==> config.mk <==
export PLATFORM = sky130hd
export DESIGN_NAME = wb_byte_bridge
export DESIGN_NICKNAME = d
export VERILOG_FILES = /design/src/rtl/wb_byte_bridge.sv
export SDC_FILE = /design/constraint.sdc
export NUM_CORES = 1
export LEC_CHECK = 0
export CORE_ASPECT_RATIO = 1.75
export CORE_MARGIN = 2
export CORE_UTILIZATION = 48
export CTS_CLUSTER_DIAMETER = 120
export DETAILED_ROUTE_END_ITERATION = 8
export DONT_BUFFER_PORTS = 1
export GPL_ROUTABILITY_DRIVEN = 0
export PLACE_DENSITY_LB_ADDON = 0.2
export SYNTH_ARGS = -nofsm -noshare
export SYNTH_HDL_FRONTEND = slang
export SYNTH_SLANG_ARGS = --single-unit
==> constraint.sdc <==
create_clock -name clk -period 4.39 [get_ports clk]
set_input_delay 0.878 -clock clk [delete_from_list [all_inputs] [get_ports clk]]
set_output_delay 0.878 -clock clk [all_outputs]
set_load 0.03 [all_outputs]
==> src/rtl/wb_byte_bridge.sv <==
// Byte-serial host port to classic Wishbone master: shifts in cmd/addr/wdata,
// runs one bus cycle with timeout, then streams read data back a byte at a time.
module wb_byte_bridge #(
  parameter int ADR_W   = 14,
  parameter int DAT_W   = 32,
  parameter int TIMEOUT = 255
) (
  input  logic               clk,
  input  logic               rst_n,
  input  logic [7:0]         host_dat_i,
  input  logic               host_strobe,
  output logic               host_ready,
  output logic [7:0]         host_dat_o,
  output logic               host_valid,
  input  logic               host_rd_ack,
  output logic               host_err,
  output logic               wb_CYC,
  output logic               wb_STB,
  output logic               wb_WE,
  output logic [ADR_W-1:0]   wb_ADR,
  output logic [DAT_W-1:0]   wb_DAT_MOSI,
  output logic [DAT_W/8-1:0] wb_SEL,
  input  logic               wb_ACK,
  input  logic [DAT_W-1:0]   wb_DAT_MISO
);

  localparam int NA    = (ADR_W + 7) / 8;
  localparam int ND    = DAT_W / 8;
  localparam int SEL_W = ND;
  localparam logic [1:0] NA_LAST  = 2'(NA - 1);
  localparam logic [1:0] ND_LAST  = 2'(ND - 1);
  localparam logic [7:0] TMO_LAST = 8'(TIMEOUT - 1);

  typedef enum logic [2:0] {S_CMD, S_ADDR, S_WDATA, S_BUS, S_RDATA} state_t;

  typedef struct packed {
    logic             we;
    logic [SEL_W-1:0] sel;
    logic [ADR_W-1:0] adr;
    logic [DAT_W-1:0] dat;
  } req_t;

  state_t           state;
  req_t             req;
  logic [1:0]       idx;
  logic [7:0]       tmo;
  logic [DAT_W-1:0] rd_q;

  // Byte i of the shift-in lands at bits [8i+7:8i]; bits past the field width fall off.
  function automatic logic [ADR_W-1:0] put_adr(input logic [ADR_W-1:0] cur,
                                               input logic [1:0] i, input logic [7:0] b);
    logic [ADR_W-1:0] r;
    r = cur;
    for (int k = 0; k < ADR_W; k++)
      if (i == 2'(k / 8)) r[k] = b[k % 8];
    return r;
  endfunction

  function automatic logic [DAT_W-1:0] put_dat(input logic [DAT_W-1:0] cur,
                                               input logic [1:0] i, input logic [7:0] b);
    logic [DAT_W-1:0] r;
    r = cur;
    for (int k = 0; k < DAT_W; k++)
      if (i == 2'(k / 8)) r[k] = b[k % 8];
    return r;
  endfunction

  assign wb_ADR      = req.adr;
  assign wb_DAT_MOSI = req.dat;
  assign wb_SEL      = req.sel;
  assign host_dat_o  = rd_q[7:0];

  always_ff @(posedge clk or negedge rst_n) begin
    if (!rst_n) begin
      state      <= S_CMD;
      req        <= '0;
      idx        <= '0;
      tmo        <= '0;
      rd_q       <= '0;
      host_ready <= 1'b1;
      host_valid <= 1'b0;
      host_err   <= 1'b0;
      wb_CYC     <= 1'b0;
      wb_STB     <= 1'b0;
      wb_WE      <= 1'b0;
    end else begin
      case (state)
        S_CMD: if (host_strobe) begin
          req.we   <= host_dat_i[7];
          req.sel  <= host_dat_i[SEL_W-1:0];
          host_err <= 1'b0;
          idx      <= '0;
          state    <= S_ADDR;
        end
        S_ADDR: if (host_strobe) begin
          req.adr <= put_adr(req.adr, idx, host_dat_i);
          if (idx == NA_LAST) begin
            idx <= '0;
            if (req.we) state <= S_WDATA;
            else begin
              state      <= S_BUS;
              wb_CYC     <= 1'b1;
              wb_STB     <= 1'b1;
              wb_WE      <= 1'b0;
              host_ready <= 1'b0;
              tmo        <= '0;
            end
          end else begin
            idx <= idx + 2'd1;
          end
        end
        S_WDATA: if (host_strobe) begin
          req.dat <= put_dat(req.dat, idx, host_dat_i);
          if (idx == ND_LAST) begin
            idx        <= '0;
            state      <= S_BUS;
            wb_CYC     <= 1'b1;
            wb_STB     <= 1'b1;
            wb_WE      <= 1'b1;
            host_ready <= 1'b0;
            tmo        <= '0;
          end else begin
            idx <= idx + 2'd1;
          end
        end
        S_BUS: begin
          // ACK is checked first so an ACK on the timeout edge still completes.
          if (wb_ACK) begin
            wb_CYC <= 1'b0;
            wb_STB <= 1'b0;
            wb_WE  <= 1'b0;
            if (req.we) begin
              state      <= S_CMD;
              host_ready <= 1'b1;
            end else begin
              rd_q       <= wb_DAT_MISO;
              host_valid <= 1'b1;
              idx        <= '0;
              state      <= S_RDATA;
            end
          end else if (TIMEOUT != 0 && tmo == TMO_LAST) begin
            wb_CYC     <= 1'b0;
            wb_STB     <= 1'b0;
            wb_WE      <= 1'b0;
            host_err   <= 1'b1;
            host_ready <= 1'b1;
            state      <= S_CMD;
          end else begin
            tmo <= tmo + 8'd1;
          end
        end
        S_RDATA: if (host_rd_ack) begin
          if (idx == ND_LAST) begin
            host_valid <= 1'b0;
            host_ready <= 1'b1;
            state      <= S_CMD;
          end else begin
            rd_q <= rd_q >> 8;
            idx  <= idx + 2'd1;
          end
        end
        default: state <= S_CMD;
      endcase
    end
  end

endmodule

* Word-level counts from Yosys, hierarchy flattened
Cells that the tools add are included.
Word-level totals: register bits 101, input bits 45, output and inout port bits 64, logic and storage cells 125
Operators by class: add/subtract/negate cells 2, equality and inequality tests 24, muxes and demuxes 60, reduce and logical (&&, ||, !) cells 22
Operator list (number):
- $mux W32 | 4
- $pmux W32 S2 | 1
- $mux W8 | 7
- $mux W3 | 10
- $ne A2 B2 Y1 const B | 14
- $pmux W8 S3 | 1
- $reduce_and A8 Y1 | 3
- $mux W1 | 21
- $mux W2 | 9
- $reduce_and A3 Y1 | 6
- $pmux W3 S5 | 1
- $pmux W2 S5 | 1
- $reduce_and A10 Y1 | 1
- $reduce_and A5 Y1 | 2
- $add A8 B1 Y8 const B | 1
- $eq A8 B8 Y1 const B | 1
- $reduce_and A7 Y1 | 1
- $eq A3 B2 Y1 const B | 2
- $ne A3 B3 Y1 const B | 2
- $pmux W1 S3 | 2
- $reduce_bool A5 Y1 | 1
- $eq A2 B2 Y1 const B | 2
- $pmux W1 S2 | 2
- $pmux W1 S4 | 1
- 11 further kinds | 12

* Depth between registers and ports, before layout
word-level depth 4, gate-level depth with buffers 7, depth with buffers taken out 7

* Worst setup path after synthesis
No wires, ideal clock.
kind input to register, start input wb_ACK, end register tmo[4], library setup time 0.121 ns, data arrival time 1.736 ns, required time 4.269 ns, setup slack 2.533 ns, stages 4, path buffers 0, cells stage by stage nand4bb_1 a31oi_1 o21ai_1 a22o_1
On the way: word-level cells in the longest chain between the ends 2
RTL lines:
- from (decl) | RTL line 23 | input logic wb_ACK,
- $ne A2 B2 Y1 (no source line)
- $reduce_and A8 Y1 (no source line)
- to (signal assigned) | RTL line 149 | tmo <= tmo + 8'd1;
- to (decl) | RTL line 46 | logic [7:0] tmo;
No other way between the ends. A chain may end at the register's enable or synchronous reset.

* Worst setup path after layout
start register state[1], end register rd_q[25]
On the way: word-level cells in the longest chain between the ends 3, elaborated cells between the ends (all ways) 9, those cells by class eq/ne: 6; mux: 1; reduce/logical: 2
RTL lines:
- from (decl) | RTL line 43 | state_t state;
- from (signal assigned) | RTL line 75 | state <= S_CMD;
- from (signal assigned) | RTL line 93 | state <= S_ADDR;
- from (signal assigned) | RTL line 99 | if (req.we) state <= S_WDATA;
- $eq A3 B3 Y1 or $eq A3 B2 Y1 (tied branches) | RTL line 87 | case (state)
- $ne A2 B2 Y1 (no source line) or $reduce_bool A2 Y1 (tied branches)
- $reduce_and A5 Y1 (no source line)
- to (signal assigned) | RTL line 136 | rd_q <= wb_DAT_MISO;
- to (signal assigned) | RTL line 158 | rd_q <= rd_q >> 8;
- to (decl) | RTL line 47 | logic [DAT_W-1:0] rd_q;
Several ways; a longest one is shown, not always the timed one.

==> metrics.cfg <==
[clock_network]
hold_buffers=0
clockBufferDepth=2
cts_setup_buffers=0
insertion_delay_ns=0.34
cts_root_buf=clkbuf_16
cts.sinks=101
clk_pin_slew_ns=0.07
cts_max_level=3
cts_inserted_buffers=9
cts_tree=yes
cts_resized=0

[routing]
routedWlPerCell_um=17.84
ant_nets=0
drt-total-wl_mm=9.529
via_count=2966
vias_per_cell=5.554
drtIter0Drc=138
first_pass_iters=4
drc=0

[synth]
synth_edf_count=0
syn_area_mm2=0.004935
synth_top_area_share_pct=50.71
synth.distinct_cells=47
synth.most_common_cell=dfrtp_1
syn_area_per_cell_um2=10.57
synth.net_count=518
ys.flop_type=dfrtp_1
synth_area_leaders=dfrtp_1, mux2_2, buf_4
ys_seq_area_share_pct=51.24
synth-seq-cells=101
ys_async_sr_fraction_pct=100.0
yosys_warnings=0
synthTopCellsByCount=dfrtp_1, nand2_1, buf_4, mux2_2, nor2_1
postSynthCellCount=467
synth_top_area_cell=dfrtp_1

[pwr]
power_leakage_uw=0.002175
combinationalPowerShare_pct=20.0
clkPwrFrac_pct=21.9
seqPwrFrac_pct=58.1
swShare_pct=41.01
internal-power_uw=2139
power_switching_uw=1487
powerDensity_mw_per_mm2=746.1
peakVddDrop_mv=0.3757

[min_path]
hold_class=input pin to asynchronous set/reset pin

[die]
floorplan.initialDensity_pct=48.78
core_mm2=0.01012
ios=109
rows=49
die_w_um=80.65
die_area_mm2=0.01114
fp.dieH_um=138.1

[sta]
finalMaxSlewViolations=0
tightest_slew_ns=0.7046
fin_crit_ns=2.429
fmax_mhz=411.7
relSlewSlack_pct=53.03
finalSetupViolCount=0
setup_tns_ns=0
skew_ns=0.007611
finalCritPeriodShare_pct=55.33
hold_viol=0
rsz0062_at_grt=false

[finish]
n_antenna_cell=0
finalNonFillerCells=534
nets=453
multi_input_area_mm2=0.001799
drive_above_1_share_pct=18.92
areaGrowthSynthToFinish_pct=-1.547
fillers=960
final_util_pct=48.03
seqCellArea_mm2=0.002529

[setup_path]
criticalPathCategory=flip-flop to flip-flop
cp.arrival_ns=2.68
start_kind=flip-flop
required_ns=4.64
crit_path_end_kind=flip-flop
crit_fanout=64

[flow_run]
maxCapViolations=0

[global_routing]
grt_pass1_vias=3153
antenna_found_initial=0
grt.total_usage_pct=18.56
grt_max_degree=102
grt.overflow.total=0
grt_pass1_wl_mm=15.99

[status]
status=completed

[placed_design]
dp.cells=518
portBuffers=0
hpwl_mm=6.537

## kinds of logic after synthesis
| logic type | share of synthesized area [%] |
|---|---|
| xor+xnor | 0.1775 |
| buf+inv | 12.30 |
| mux | 12.25 |
| flops | 51.24 |
| fa+ha+maj | 1.521 |
| simple gates | 13.08 |
| compound gates | 9.433 |
## final cells by class
cell class	instances	share of cell area (%)
clock inverters	7	1.545
well taps	127	3.271
repair buffers	2	0.3090
flip-flops and latches	101	52.05
multi-input cells	273	37.03
clock buffers	9	4.636
inverters	15	1.159
## worst max-delay path: stages (launching register included)
cell and delay, ns:
dfrtp_1 0.64, nor2_1 0.23, nand2_2 0.39, o31ai_4 0.31, buf_4 0.50, nand3_1 0.13
o21ai_0 0.11
## cells in the final DEF (no fill, tap or decap), drive strengths merged, types with 2 or more instances in the layout
| cell | n |
|---|---|
| clkinvlp | 2 |
| a31oi | 28 |
| clkbuf | 9 |
| nand4 | 2 |
| ha | 6 |
| a22o | 3 |
| o311ai | 2 |
| nor2b | 2 |
| and4 | 2 |
| nand2b | 5 |
| nand3 | 13 |
| nor3b | 4 |
| buf | 2 |
| nor2 | 32 |
| mux2 | 51 |
| o21ai | 21 |
| and3 | 3 |
| mux2i | 3 |
| clkinv | 3 |
| nand2 | 69 |
| dfrtp | 100 |
| o31ai | 2 |
| inv | 16 |
| a21oi | 8 |
## state kept, by name, summed over array words and instances, names as in the netlist, 2 cells and up
name	count
rd_q	32
wb_DAT_MOSI	32
wb_ADR	14
tmo	8
wb_SEL	4
state	3
idx	2
## power groups by stage
stage                     clock (uW)  combinational, uW  sequential, uW
after floorplan                    0               1500            1510
after detailed placement           0                738            2130
after global routing             858                830            2170
final                            794                726            2100
after global placement             0                709            2120
after CTS                        819                739            2110
## final timing paths
| kind | from | to | slack, ns | cells after the start |
|---|---|---|---|---|
| max in group asynchronous | rst_n | host_ready | 3.89 | 0 |
| max reg2reg | state[1] | rd_q[25] | 1.96 | 6 |
| min in group clk | tmo[2] | tmo[2] | 0.51 | 1 |
| max | state[1] | rd_q[25] | 1.96 | 6 |
| min | rst_n | host_err | 0.23 | 0 |
| min reg2reg | tmo[2] | tmo[2] | 0.51 | 1 |
## through the flow
stage               area [um^2]  total power (uW)  hold WS, ns  setup WS, ns
CTS                        4858              3669       0.2187         1.908
floorplan                  4935              3015       0.4566         2.533
global route               4858              3855       0.2108         1.668
finish                     4858              3625       0.2287         1.961
detailed placement         4558              2864       0.4998         1.929
global placement           4558              2825       0.4886         2.016
## routing by layer
| layer | vias to the layer above | share of wire (%) | global-route usage, % |
|---|---|---|---|
| li1 | 1412 | - | - |
| met1 | 1440 | 39 | 21.34 |
| met2 | 96 | 51 | 30.96 |
| met3 | 18 | 7.9 | 5.809 |
| met4 | 0 | 2.9 | 8.564 |
| met5 | - | 0 | 0 |
Note: power is estimated with default switching activity, not from simulation.
